[src/rtl/hex_word_tx.sv]
// hex_word_tx: formats one parallel word as ASCII hex text ("0x", digits
// MSB first, CR LF) and streams it byte by byte into a UART transmitter's
// valid/ready byte interface. Each accepted byte is followed by GAP idle
// cycles with the data held, so a registered FIFO write downstream sees
// stable data.
module hex_word_tx #(
    parameter int WORD_BITS = 32,
    parameter int PREFIX    = 1,
    parameter int NEWLINE   = 1,
    parameter int GAP       = 2
) (
    input  logic                 clk,
    input  logic                 i_reset_n,
    input  logic                 i_valid,
    input  logic [WORD_BITS-1:0] i_word,
    output logic                 o_ready,
    output logic                 o_tx_valid,
    output logic [7:0]           o_tx_data,
    input  logic                 i_tx_ready,
    output logic                 o_busy
);

    localparam int DIGITS = WORD_BITS / 4;
    localparam int N      = 2*PREFIX + DIGITS + 2*NEWLINE;
    localparam int IDX_W  = (N > 1) ? $clog2(N) : 1;
    localparam int CNT_W  = $clog2(GAP + 1);

    localparam logic [IDX_W-1:0] LAST   = IDX_W'(N - 1);
    localparam logic [CNT_W-1:0] GAP_LD = CNT_W'(GAP);

    typedef enum logic [1:0] {IDLE, EMIT, HOLD} state_t;

    state_t               state, state_n;
    logic [IDX_W-1:0]     idx, idx_n;
    logic [WORD_BITS-1:0] word_q, word_n;
    logic [CNT_W-1:0]     cnt, cnt_n;
    logic                 vld_n;
    logic [7:0]           dat_n;

    // Byte k of the line for word w: optional "0x", hex digits, optional CR LF.
    function automatic logic [7:0] byte_at(input logic [WORD_BITS-1:0] w, input int k);
        logic [3:0] nib;
        logic [7:0] b;
        int         d;
        d   = k - 2*PREFIX;
        nib = 4'h0;
        b   = 8'h00;
        if (PREFIX != 0 && k == 0) begin
            b = 8'h30;
        end else if (PREFIX != 0 && k == 1) begin
            b = 8'h78;
        end else if (d < DIGITS) begin
            nib = 4'(w >> (4*(DIGITS - 1 - d)));
            // 0..9 -> '0'..'9', 10..15 -> 'A'..'F' (0x41 - 10 = 0x37)
            b = (nib < 4'd10) ? (8'h30 + {4'h0, nib}) : (8'h37 + {4'h0, nib});
        end else if (d == DIGITS) begin
            b = 8'h0D;
        end else begin
            b = 8'h0A;
        end
        return b;
    endfunction

    // State, word, index, gap counter and registered byte outputs.
    always_ff @(posedge clk or negedge i_reset_n) begin
        if (!i_reset_n) begin
            state      <= IDLE;
            idx        <= '0;
            word_q     <= '0;
            cnt        <= '0;
            o_tx_valid <= 1'b0;
            o_tx_data  <= 8'h00;
        end else begin
            state      <= state_n;
            idx        <= idx_n;
            word_q     <= word_n;
            cnt        <= cnt_n;
            o_tx_valid <= vld_n;
            o_tx_data  <= dat_n;
        end
    end

    // Next-state logic; byte data is computed one step ahead so the
    // registered output lines up with the EMIT state.
    always_comb begin
        state_n = state;
        idx_n   = idx;
        word_n  = word_q;
        cnt_n   = cnt;
        vld_n   = o_tx_valid;
        dat_n   = o_tx_data;
        unique case (state)
            IDLE: begin
                if (i_valid) begin
                    word_n  = i_word;
                    idx_n   = '0;
                    state_n = EMIT;
                    vld_n   = 1'b1;
                    dat_n   = byte_at(i_word, 0);
                end
            end
            EMIT: begin
                if (i_tx_ready) begin
                    state_n = HOLD;
                    cnt_n   = GAP_LD;
                    vld_n   = 1'b0;
                end
            end
            HOLD: begin
                cnt_n = cnt - CNT_W'(1);
                if (cnt == CNT_W'(1)) begin
                    if (idx == LAST) begin
                        state_n = IDLE;
                    end else begin
                        idx_n   = idx + IDX_W'(1);
                        state_n = EMIT;
                        vld_n   = 1'b1;
                        dat_n   = byte_at(word_q, int'(idx) + 1);
                    end
                end
            end
            default: state_n = IDLE;
        endcase
    end

    assign o_ready = (state == IDLE);
    assign o_busy  = !o_ready;

endmodule

[config.mk]
export PLATFORM = sky130hd
export DESIGN_NAME = hex_word_tx
export DESIGN_NICKNAME = d
export VERILOG_FILES = /design/src/rtl/hex_word_tx.sv
export SDC_FILE = /design/constraint.sdc
export NUM_CORES = 1
export LEC_CHECK = 0
export ABC_AREA = 1
export CORE_MARGIN = 5
export CORE_UTILIZATION = 35
export DETAILED_ROUTE_END_ITERATION = 16
export PLACE_DENSITY = 0.59
export SYNTH_ARGS = -nofsm -noshare
export SYNTH_HDL_FRONTEND = slang
export SYNTH_SLANG_ARGS = --single-unit
[constraint.sdc]
create_clock -name clk -period 4.4 [get_ports clk]
set_clock_uncertainty 0.15 [all_clocks]
set_input_delay 0.44 -clock clk [delete_from_list [all_inputs] [get_ports clk]]
set_output_delay 0.44 -clock clk [all_outputs]
set_load 0.01 [all_outputs]
* Yosys cells after proc, flatten, opt, wreduce, memory -nomap -nowiden *
Index checks and enable logic that the tools add are counted.

word-level totals
  output and inout bits = 11
  RAM bits = 0
  memories kept = 0
  bits in registers = 49
  bits of input ports = 36
  word-level logic and storage cells = 61
  bits in latches = 0
  memory bits (read-only) = 0

operators by class
  multipliers = 0
  divide/modulo/power cells = 0
  multiplexer cells = 24
  shifts and indexed selects = 1
  bitwise operators = 0
  equal/unequal tests = 10
  order comparisons = 2
  add/sub/neg operators = 7
  reductions and logical operators = 11

operators with widths
  operator             number
  $logic_not 32->1     1
  $shr 32x32->4        1
  $mux 7               4
  $mux 8               3
  $pmux 8 s2           1
  $add 6x4->7 const A  2
  $mux 4               3
  $ne 2x2->1 const B   4
  $pmux 4 s2           1
  $sub 4x6->7 const A  1
  $eq 6x5->1 const B   1
  $lt 6x5->1 const B   1
  $mux 2               3
  $pmux 2 s3           1
  $sub 5x2->6 const B  1
  $add 4x1->5 const B  1
  $eq 5x1->1 const B   1
  $mux 1               5
  $reduce_and 5->1     1
  $add 4x1->4 const B  1
  $eq 2x1->1 const B   2
  $eq 4x4->1 const B   1
  $lt 4x4->1 const B   1
  $pmux 2 s2           1
  11 further kinds     13

* Depth between registers and ports, before layout *
  word-level depth = 12
  depth in mapped cells = 23

* Worst setup path before layout *
No wires, ideal clock.

  kind = register to register
  start point = register idx[0]
  end point = register o_tx_data[2]
  required time = 4.134 ns
  data arrival time = 2.856 ns
  cell stages (with the launch flop) = 23
  setup time = 0.116 ns
  clock period less this slack = 3.123 ns
  slack = 1.277 ns
  cell sequence = dfrtp_1 -> buf_4 -> inv_2 -> ha_1 -> clkinv_1 -> ha_1 -> inv_1 -> nand2_2 -> nand2_4 -> inv_2 -> ha_1 -> nand3_2 -> a21oi_2 -> nand3_1 -> ha_1 -> inv_1 -> nand2_1 -> nand2_1 -> nand2_1 -> nand2_1 -> nand2_1 -> nand2_1 -> nand2_1

between the ends
  longest elaborated chain between the ends = 12

RTL lines
  what                                              line  source
  start: declaration                                34    logic [IDX_W-1:0] idx, idx_n;
  start signal: assignment                          75    idx <= idx_n;
  $add 4x1->5                                       118   dat_n = byte_at(word_q, int'(idx) + 1);
  $sub 5x2->6                                       45    d = k - 2*PREFIX;
  $sub 4x6->7                                       53    nib = 4'(w >> (4*(DIGITS - 1 - d)));
  $shr 32x32->4                                     53
  $add 6x4->7 / $lt 4x4->1 (equally long branches)  55    b = (nib < 4'd10) ? (8'h30 + {4'h0, nib}) : (8'h37 + {4'h0, nib});
  $mux 7                                            55
  $mux 7                                            52    end else if (d < DIGITS) begin
  $mux 7                                            50    end else if (PREFIX != 0 && k == 1) begin
  $mux 7                                            48    if (PREFIX != 0 && k == 0) begin
  $mux 8                                            112   if (idx == LAST) begin
  $mux 8                                            111   if (cnt == CNT_W'(1)) begin
  $pmux 8 s2                                        92    unique case (state)
  end signal: assignment                            79    o_tx_data <= dat_n;
  end: declaration                                  18    output logic [7:0] o_tx_data,

Parallel ways exist; a longest one is shown, timed or not. The select of a mux whose other input is x is not followed.
A chain may end at the register's enable or synchronous reset.

* Worst setup path in the final report *
Same ends and word-level chain as after synthesis.

==> metrics.md <==
| Metric | Value |
|---|---|
| Hold_buf cts | 0 |
| Non-Filler Instances | 430 |
| Vias in the first global route | 2,062 |
| Synth area leaders | dfrtp_1 (46%), mux2_2 (11%), nand2_1 (6.8%), inv_1 (4.0%), ha_1 (3.8%) |
| First-pass GRT wire length | 9.25 mm |
| Avg WL per Cell | 12.4 µm |
| Post-detailed-route via-to-cell ratio | approximately 4.7 |
| R2R Path Start | idx[0] |
| Largest area contributor in the synthesized netlist | dfrtp_1 |
| H-tree levels | 2 |
| Crit path from | idx[0] |
| Placement Cell Area | 3140 µm² |
| Hold_ws | 170 ps |
| Met1 GRT Util | 16.8% |
| Worst path required time | 4450 ps |
| Post-cts repair resize count | 0 |
| Maximum clock insertion buffer count | 2 |
| CTS sink cnt | 48 |
| #FFs+latches synth | 48 |
| Commonest non-fill, non-tap cells in the layout | dfrtp_1 (48), nand2_1 (47), clkdlybuf4s50_1 (44), inv_1 (28), nor2_1 (26) |
| Layout cells sized above 1 | 17.2% |
| Share of the synthesized area in the top cell type | 46.2% |
| GRT busiest layer | met2 |
| # port buffers | 45 |
| Post-route ant nets | 0 |
| Final setup margin | 696 ps |
| RSZ-0062 raised after global routing | no |
| Mapped Cells | about 290 |
| Hold Path Class | in2async |
| Routed via count | approximately 2,000 |
| Die H | roughly 96 µm |
| # fillers | 735 |
| Pre-CTS WS | ~730 ps |
| Syn nets | 330 |
| Final core occ | 44.5% |
| Gpl congestion | 0.807 |
| Total GRT Usage | 12.7% |
| Synthesized area | 2600 µm² |
| Design area | roughly 3200 µm² |
| Mean Syn Cell Area | about 9 µm² |
| Initial Util | 35.9% |
| Clock latency at the later pin of the worst-skew pair | approximately 300 ps |
| Nets | 375 |
| Ports | 47 |
| Post-synthesis cell type count | 34 |
| CTS buffer count | 5 |
| Commonest non-fill, non-tap cell in the layout | dfrtp_1 |
| TNS Setup | 0 ps |
| Inst Count DP | 423 |
| CORE AREA | 7250 µm² |
| CP Capture Type | flop |
| Max-slew headroom | between 20% and 30% |
| Overall power | 2.34 mW |
| WL final | 5.34 mm |
| Detailed router's first-iteration violation count | 69 |
| Power per cell area | approximately 730 nW/µm² |
| Clock Pin Slew Worst Setup and Hold Paths | around 90 ps |
| Sequential share of the synthesized area | a little under half |
| Number of antenna violations at the first check in global routing | 0 |
| Critical path arrival | around 3800 ps |
| Run status | completed |
| Total grt overflow | 0 |
| CTS tree | yes |
| Setup bufs post-CTS | 0 |
| Max capacitance violation total | 0 |
| Final min period | 3700 ps |
| Met3 usage | 2.97% |
| Largest net degree at the start of global routing | 49 |
| 1st-pass router iterations | 4 |
| Final hold viol count | 0 |
| Least-Margin Pin Slew | 1060 ps |
| Grt met2 use | 20.3% |
| N_diodes | 0 |
| Final setup fails | 0 |
| Pins Over Slew Limit | 0 |
| Worst Path Class, Setup | reg2reg |
| DP Wirelength | roughly 4.0 mm |
| Leakage | roughly 1.5 nW |
| Residual DRC | 0 |
| # rows | 31 |
| Max Fclk | 270 MHz |
| Ys Warns | 0 |
| Crit-path max FO | 29 |
| Die area | 9260 µm² |
| Setup crit start kind | flop |
| Die width | 96.2 µm |
| Period utilization | 84.2% |
| Root Buffer | clkbuf_8 |
| Maximum VDD drop | 0.000297 V |
| Area grow syn2layout | 24.0% |
==> synthesized netlist by cell type, drive strengths merged <==
master   n
a21o     1
a21oi   21
a31o     1
and2     1
buf      3
clkbuf   6
clkinv   1
conb     1
dfrtp   48
ha       8
inv     31
mux2    25
nand2   54
nand2b   1
nand3   18
nand4    8
nor2    27
o211ai   2
o21ai   21
o22ai    6
or2      1
xnor2    1
==> state kept, by name, summed over array words and instances, names as in the netlist <==
register	count
word_q	32
idx	4
o_tx_data	7
state	2
o_tx_valid	1
cnt	2
==> routing by layer <==
metal	share of wire (%)	routed length, µm
met5	0	0
met4	1.0	54
met3	4.7	252
met2	46	2480
met1	48	2560
==> power by group <==
| group | switching, mW | internal [mW] | total (mW) | leakage (nW) |
|---|---|---|---|---|
| logic | 0.786 | 0.558 | 1.34 | 0.871 |
| clock network | 0.145 | 0.108 | 0.253 | 0.0400 |
| registers | 0.107 | 0.636 | 0.743 | 0.569 |
==> final timing paths <==
path	end	slack (ps)	cells after the start
hold / removal	state[0]	170	1
hold reg to reg	o_tx_valid	330	2
max in group asynchronous	word_q[9]	3260	1
setup reg to reg	o_tx_data[2]	700	20
setup / recovery	o_tx_data[2]	700	20
min in group clk	o_tx_valid	330	2
==> critical path, cell delays in order (launching register included) <==
cell	delay, ps
dfrtp_1	400
buf_4	230
ha_1	280
xnor2_1	460
ha_1	340
nand3_1	150
nand2_4	140
inv_2	70
ha_1	290
nand3_2	100
a21oi_2	180
nand3_1	150
ha_1	250
inv_1	70
nand2_1	50
nand2_1	60
nand2_1	50
nand2_1	50
nand2_1	40
nand2_1	50
nand2_1	40
==> cell families (layout without fill, tap and decap cells) <==
group	count (synthesis)	in the layout	share of synthesized area, %
simple gates	110	110	21.1
compound gates	52	52	11.3
flops	48	48	46.2
buf+inv	41	86	6.25
mux	25	25	10.8
fa+ha+maj	8	8	3.85
other cells	1	1	0.144
xor+xnor	1	1	0.337
==> cell type report <==
class	instances	area, µm²	share of cell area, %
clock inverters	2	12.5	0.388
inverters	32	120	3.73
multi-input cells	197	1240	38.4
clock buffers	5	68.8	2.13
flip-flops and latches	48	1200	37.3
repair buffers	47	460	14.3
well taps	99	124	3.84
(Power assumes the default switching activity.)
